<file path="config.mk">
export PLATFORM = sky130hd
export DESIGN_NAME = keypad_scan_ctrl
export DESIGN_NICKNAME = d
export VERILOG_FILES = /design/src/rtl/keypad_scan_ctrl.sv
export SDC_FILE = /design/constraint.sdc
export NUM_CORES = 1
export LEC_CHECK = 0
export CAP_MARGIN = 0
export CORE_ASPECT_RATIO = 0.5
export CORE_MARGIN = 2
export CORE_UTILIZATION = 55
export CTS_CLUSTER_SIZE = 8
export DETAILED_ROUTE_END_ITERATION = 10
export PLACE_DENSITY = 0.83
export SETUP_SLACK_MARGIN = 0.02
export SLEW_MARGIN = 20
export SYNTH_ARGS = -nofsm -noshare
export SYNTH_HDL_FRONTEND = slang
export SYNTH_SLANG_ARGS = --single-unit
</file>
<file path="constraint.sdc">
create_clock -name clk_Teclado -period 2.79 [get_ports clk_Teclado]
set_input_delay 0.4185 -clock clk_Teclado [delete_from_list [all_inputs] [get_ports clk_Teclado]]
set_output_delay 0.4185 -clock clk_Teclado [all_outputs]
set_load 0.01 [all_outputs]
</file>
<file path="src/rtl/keypad_scan_ctrl.sv">
// 4x4 matrix keypad row-scan controller: tick-paced scan, press/release debounce,
// key encoding and a valid/ack output handshake with sticky overflow.
module keypad_scan_ctrl #(
  parameter int DIV      = 50000,
  parameter int DEBOUNCE = 4
) (
  input  logic       clk_Teclado,
  input  logic       rst_n,
  input  logic [3:0] Columna,
  input  logic       key_ack,
  output logic [3:0] Fila,
  output logic [3:0] key_code,
  output logic       key_valid,
  output logic       overflow,
  output logic       busy
);
  localparam int DW = (DIV > 1) ? $clog2(DIV) : 1;
  localparam int CW = $clog2(DEBOUNCE + 1);
  localparam logic [DW-1:0] DIV_LAST = DW'(DIV - 1);
  localparam logic [CW-1:0] DEB_LAST = CW'(DEBOUNCE);

  typedef enum logic [1:0] {IDLE, SCAN, DEB, REL} state_t;

  state_t          state_q, state_d;
  logic [DW-1:0]   div_q, div_d;
  logic [CW-1:0]   cnt_q, cnt_d, cnt_inc;
  logic [3:0]      fila_q, fila_d;
  logic [3:0]      col_q, col_d;
  logic [3:0]      row_q, row_d;
  logic [3:0]      code_q, code_d;
  logic            valid_q, valid_d;
  logic            ovf_q, ovf_d;
  logic            busy_q, busy_d;
  logic            tick, confirm, report;
  logic [3:0]      conf_row;
  logic [4:0]      enc;

  function automatic logic is_onehot(input logic [3:0] v);
    return (v != 4'b0000) && ((v & (v - 4'd1)) == 4'b0000);
  endfunction

  // {reportable, code}; column 1000 (A-D) is not reportable
  function automatic logic [4:0] encode(input logic [3:0] row, input logic [3:0] col);
    logic [4:0] r;
    r = 5'b0;
    case ({row, col})
      8'b0001_0001: r = {1'b1, 4'b0001};
      8'b0001_0010: r = {1'b1, 4'b0010};
      8'b0001_0100: r = {1'b1, 4'b0011};
      8'b0010_0001: r = {1'b1, 4'b0100};
      8'b0010_0010: r = {1'b1, 4'b0101};
      8'b0010_0100: r = {1'b1, 4'b0110};
      8'b0100_0001: r = {1'b1, 4'b0111};
      8'b0100_0010: r = {1'b1, 4'b1000};
      8'b0100_0100: r = {1'b1, 4'b1001};
      8'b1000_0001: r = {1'b1, 4'b1010};
      8'b1000_0010: r = {1'b1, 4'b0000};
      8'b1000_0100: r = {1'b1, 4'b1100};
      default:      r = 5'b0;
    endcase
    return r;
  endfunction

  always_comb begin
    tick  = (div_q == DIV_LAST);
    div_d = tick ? '0 : div_q + DW'(1);
  end

  always_comb begin
    state_d  = state_q;
    fila_d   = fila_q;
    col_d    = col_q;
    row_d    = row_q;
    cnt_d    = cnt_q;
    cnt_inc  = cnt_q + CW'(1);
    confirm  = 1'b0;
    conf_row = row_q;
    if (tick) begin
      case (state_q)
        IDLE: begin
          if (is_onehot(Columna)) begin
            col_d   = Columna;
            fila_d  = 4'b1000;
            state_d = SCAN;
          end
        end
        SCAN: begin
          if (Columna == col_q) begin
            row_d = fila_q;
            if (DEBOUNCE == 1) begin
              // single-tick debounce confirms on the match itself
              confirm  = 1'b1;
              conf_row = fila_q;
              fila_d   = 4'b1111;
              cnt_d    = '0;
              state_d  = REL;
            end else begin
              cnt_d   = CW'(1);
              state_d = DEB;
            end
          end else if (fila_q == 4'b0001) begin
            fila_d  = 4'b1111;
            state_d = IDLE;
          end else begin
            fila_d = fila_q >> 1;
          end
        end
        DEB: begin
          if (Columna == col_q) begin
            cnt_d = cnt_inc;
            if (cnt_inc == DEB_LAST) begin
              confirm = 1'b1;
              fila_d  = 4'b1111;
              cnt_d   = '0;
              state_d = REL;
            end
          end else begin
            fila_d  = 4'b1111;
            cnt_d   = '0;
            state_d = IDLE;
          end
        end
        default: begin
          if (Columna == 4'b0000) begin
            cnt_d = cnt_inc;
            if (cnt_inc == DEB_LAST) begin
              cnt_d   = '0;
              state_d = IDLE;
            end
          end else begin
            cnt_d = '0;
          end
        end
      endcase
    end
  end

  // Output handshake: an ack in the report cycle frees the slot for the new key
  always_comb begin
    enc     = encode(conf_row, col_q);
    report  = confirm & enc[4];
    valid_d = valid_q;
    code_d  = code_q;
    ovf_d   = ovf_q;
    if (valid_q && key_ack) begin
      valid_d = 1'b0;
      ovf_d   = 1'b0;
    end
    if (report) begin
      if (!valid_q || key_ack) begin
        code_d  = enc[3:0];
        valid_d = 1'b1;
      end else begin
        ovf_d = 1'b1;
      end
    end
    busy_d = (state_d != IDLE);
  end

  always_ff @(posedge clk_Teclado or negedge rst_n) begin
    if (!rst_n) begin
      state_q <= IDLE;
      div_q   <= '0;
      cnt_q   <= '0;
      fila_q  <= 4'b1111;
      col_q   <= '0;
      row_q   <= '0;
      code_q  <= '0;
      valid_q <= 1'b0;
      ovf_q   <= 1'b0;
      busy_q  <= 1'b0;
    end else begin
      state_q <= state_d;
      div_q   <= div_d;
      cnt_q   <= cnt_d;
      fila_q  <= fila_d;
      col_q   <= col_d;
      row_q   <= row_d;
      code_q  <= code_d;
      valid_q <= valid_d;
      ovf_q   <= ovf_d;
      busy_q  <= busy_d;
    end
  end

  assign Fila      = fila_q;
  assign key_code  = code_q;
  assign key_valid = valid_q;
  assign overflow  = ovf_q;
  assign busy      = busy_q;

endmodule

</file>
==> metrics <==
status finished, final reports clean; CORE AREA 0.00440 mm²; CTS resizes 0; CP Max Fanout 9; setup ws final 0.548 ns; power per cell area just under 400 mW/mm²; slew margin rel. 0.401; Worst-Skew Late Latency around 0.29 ns; Tmin final around 2.2 ns; post-route clock period utilization 0.803; Diodes inserted 0; Port Buf Inserts 17; Leakage 1.12 nW; clock root buffer master clkbuf_8; vias in the first global route around 1900; Max-cap violations 0; Initial Util 0.571; hold bufs inserted after CTS 0; ys async rst share 1.00; Die Ht roughly 52 µm; htree depth 2; DRT antenna net count 0; Area Growth Syn to Fin 9.50%; worst-margin pin slew about 0.9 ns; CP Cell Sequence clkdlybuf4s50_1 > xnor2_1 > nand4_2 > nor3_2 > o211a_4 > mux2_2; EDFF count, synth 0; placed cells 305; Primary FF master, synth dfrtp_1; slowest stage delay, CP around 0.60 ns; largest net degree at the start of global routing 41; pre-CTS WS 0.263 ns; Top Usage Layer GRT met2; IO Pins 18; CTS tree built; Syn Area/Cell 10.4 µm²; WL per Instance between 15 and 20 µm; synthesized flop and latch total 40; WS Path Type in -> reg; overall routing resource usage 0.213; M3 GR Usage 0.0618; fin area about 0.0028 mm²; Critical-path top delay cell clkdlybuf4s50_1; fmax between 0.4 and 0.5 GHz; # DRC 0; die span in x roughly 100 µm; Worst-path clk slew approximately 0.080 ns; global-route wire length before repair ~8500 µm; final wirelength 4940 µm; layout cell share with drive strength beyond 1 0.145; setup TNS 0 ns; DP HPWL 3530 µm; FILL cells 352; Cell Rows 17; fin cells roughly 310; Post-Syn Nets roughly 260; maximum vdd drop ~170 µV; Cell variety after synth 62; via density per instance a little over 6; number of antenna violations at the first check in global routing 0; Placed Area around 0.0027 mm²; Arrival @ worst endpoint between 2 and 2.5 ns; mapped cell area about 0.0025 mm²; final-stage net count 269; Worst Setup Start Kind primary input; DR vias about 1900; Worst setup EP type flip-flop; Finish-stage setup viols 0; gr ovfl total 0; Initial DRC Count 87; GR Util met2 0.361; RSZ-0062 raised after global routing false; Ys Warns 0; Min-Delay Path Class in -> async; grt met1 use 0.259; fin. max-slew vios 0; worst-case clock buffer depth 2; die area 0.00516 mm²; Final GP Congestion 0.797; clk_skew 0.00691 ns; Final Hold Fails 0; Synth Instances 241; # clock sinks 40; total CTS buffers 5; sequential cell area fraction in the yosys report 0.400; postcts setup bufs 0; router iterations before antenna repair 4; Worst EP required 2.97 ns
synthesized netlist by cell type (5+ instances only):
cell type  number  area [µm²]
buf_6           5        56.3
dfrtp_1        36         901
ha_1            7        87.6
inv_1          13        48.8
mux2_1          5        56.3
mux2_2         10         113
nand2_1        19        71.3
nand3_1         5        25.0
nand4_1         6        37.5
nor2_1         21        78.8
nor4b_1         6        52.6
xnor2_1        14         123
xor2_1         11        96.3
registers in the layout (all words and copies together), names as in the netlist:
register and count:
busy 1, div_q 16, key_code 4, Fila 4, col_q 4, conf_row 4
state_q 2, key_valid 1, overflow 1, cnt_q 3
cells by family (layout without fill, tap and decap cells):
| logic type | Yosys count | after routing | share of synthesized area |
|---|---|---|---|
| multiplexers | 17 | 17 | 0.0751 |
| XOR/XNOR | 25 | 25 | 0.0871 |
| AND/OR/NAND/NOR | 92 | 92 | 0.228 |
| flip-flops | 40 | 40 | 0.400 |
| buffers and inverters | 24 | 39 | 0.0587 |
| adder cells (fa/ha/maj) | 7 | 7 | 0.0348 |
| AO/OA/AOI/OAI | 36 | 36 | 0.116 |
critical path, delay by kind of cell:
kind                      cells  cell delay (ns)
and+or+nand+nor               2             0.65
buffers and inverters         1             0.60
muxes                         1             0.33
AOI/OAI and AO/OA             1             0.25
xor gates and xnor gates      1             0.17
per-stage QoR:
step                      hold slack, ns   util  power [mW]
after floorplan                    0.123      -       0.679
after global placement             0.436  0.604       0.706
after detailed placement           0.452  0.604       0.712
after CTS                          0.273  0.625        1.11
after global routing               0.311  0.625        1.15
final                              0.243  0.625        1.10
worst paths after layout:
kind,start,to,slack (ns),depth (start not counted)
min,rst_n,div_q[13],0.24,1
min reg2reg,div_q[0],div_q[0],0.45,1
min in group clk_Teclado,div_q[0],div_q[0],0.45,1
max in group asynchronous,rst_n,key_code[3],1.97,1
max,Columna[3],key_code[2],0.55,6
max reg2reg,div_q[0],key_code[2],0.60,6
area by class of cell:
type                            instances  area (µm²)  area share
Clock inverter                          1        7.51     0.00273
Inverter                               13        48.8      0.0177
Sequential cell                        40        1010       0.365
Tap cell                               57        71.3      0.0259
Multi-Input combinational cell        177        1360       0.494
Clock buffer                            7        86.3      0.0313
Timing Repair Buffer                   18         173      0.0627
report_power, final:
part           leakage [nW]  switching, mW  internal [mW]  total [mW]
sequential            0.501         0.0167          0.591       0.608
combinational         0.577         0.0533         0.0401      0.0934
clock                0.0445          0.193          0.201       0.394
per-layer routing:
layer  vias up  wire length (µm)
li1        900                 -
met1       934              2220
met2        52              2410
met3        12               209
met4         0               100
met5         -                 0
cell usage in the layout (no fill, tap or decap), drive strengths merged, types with 8 or more instances in the layout:
cell type,Yosys,routed
nand2,19,19
clkdlybuf4s50,0,16
inv,13,13
xor2,11,11
nor4b,8,8
nor2,21,21
xnor2,14,14
mux2,15,15
dfrtp,36,36
(Power assumes the default switching activity.)
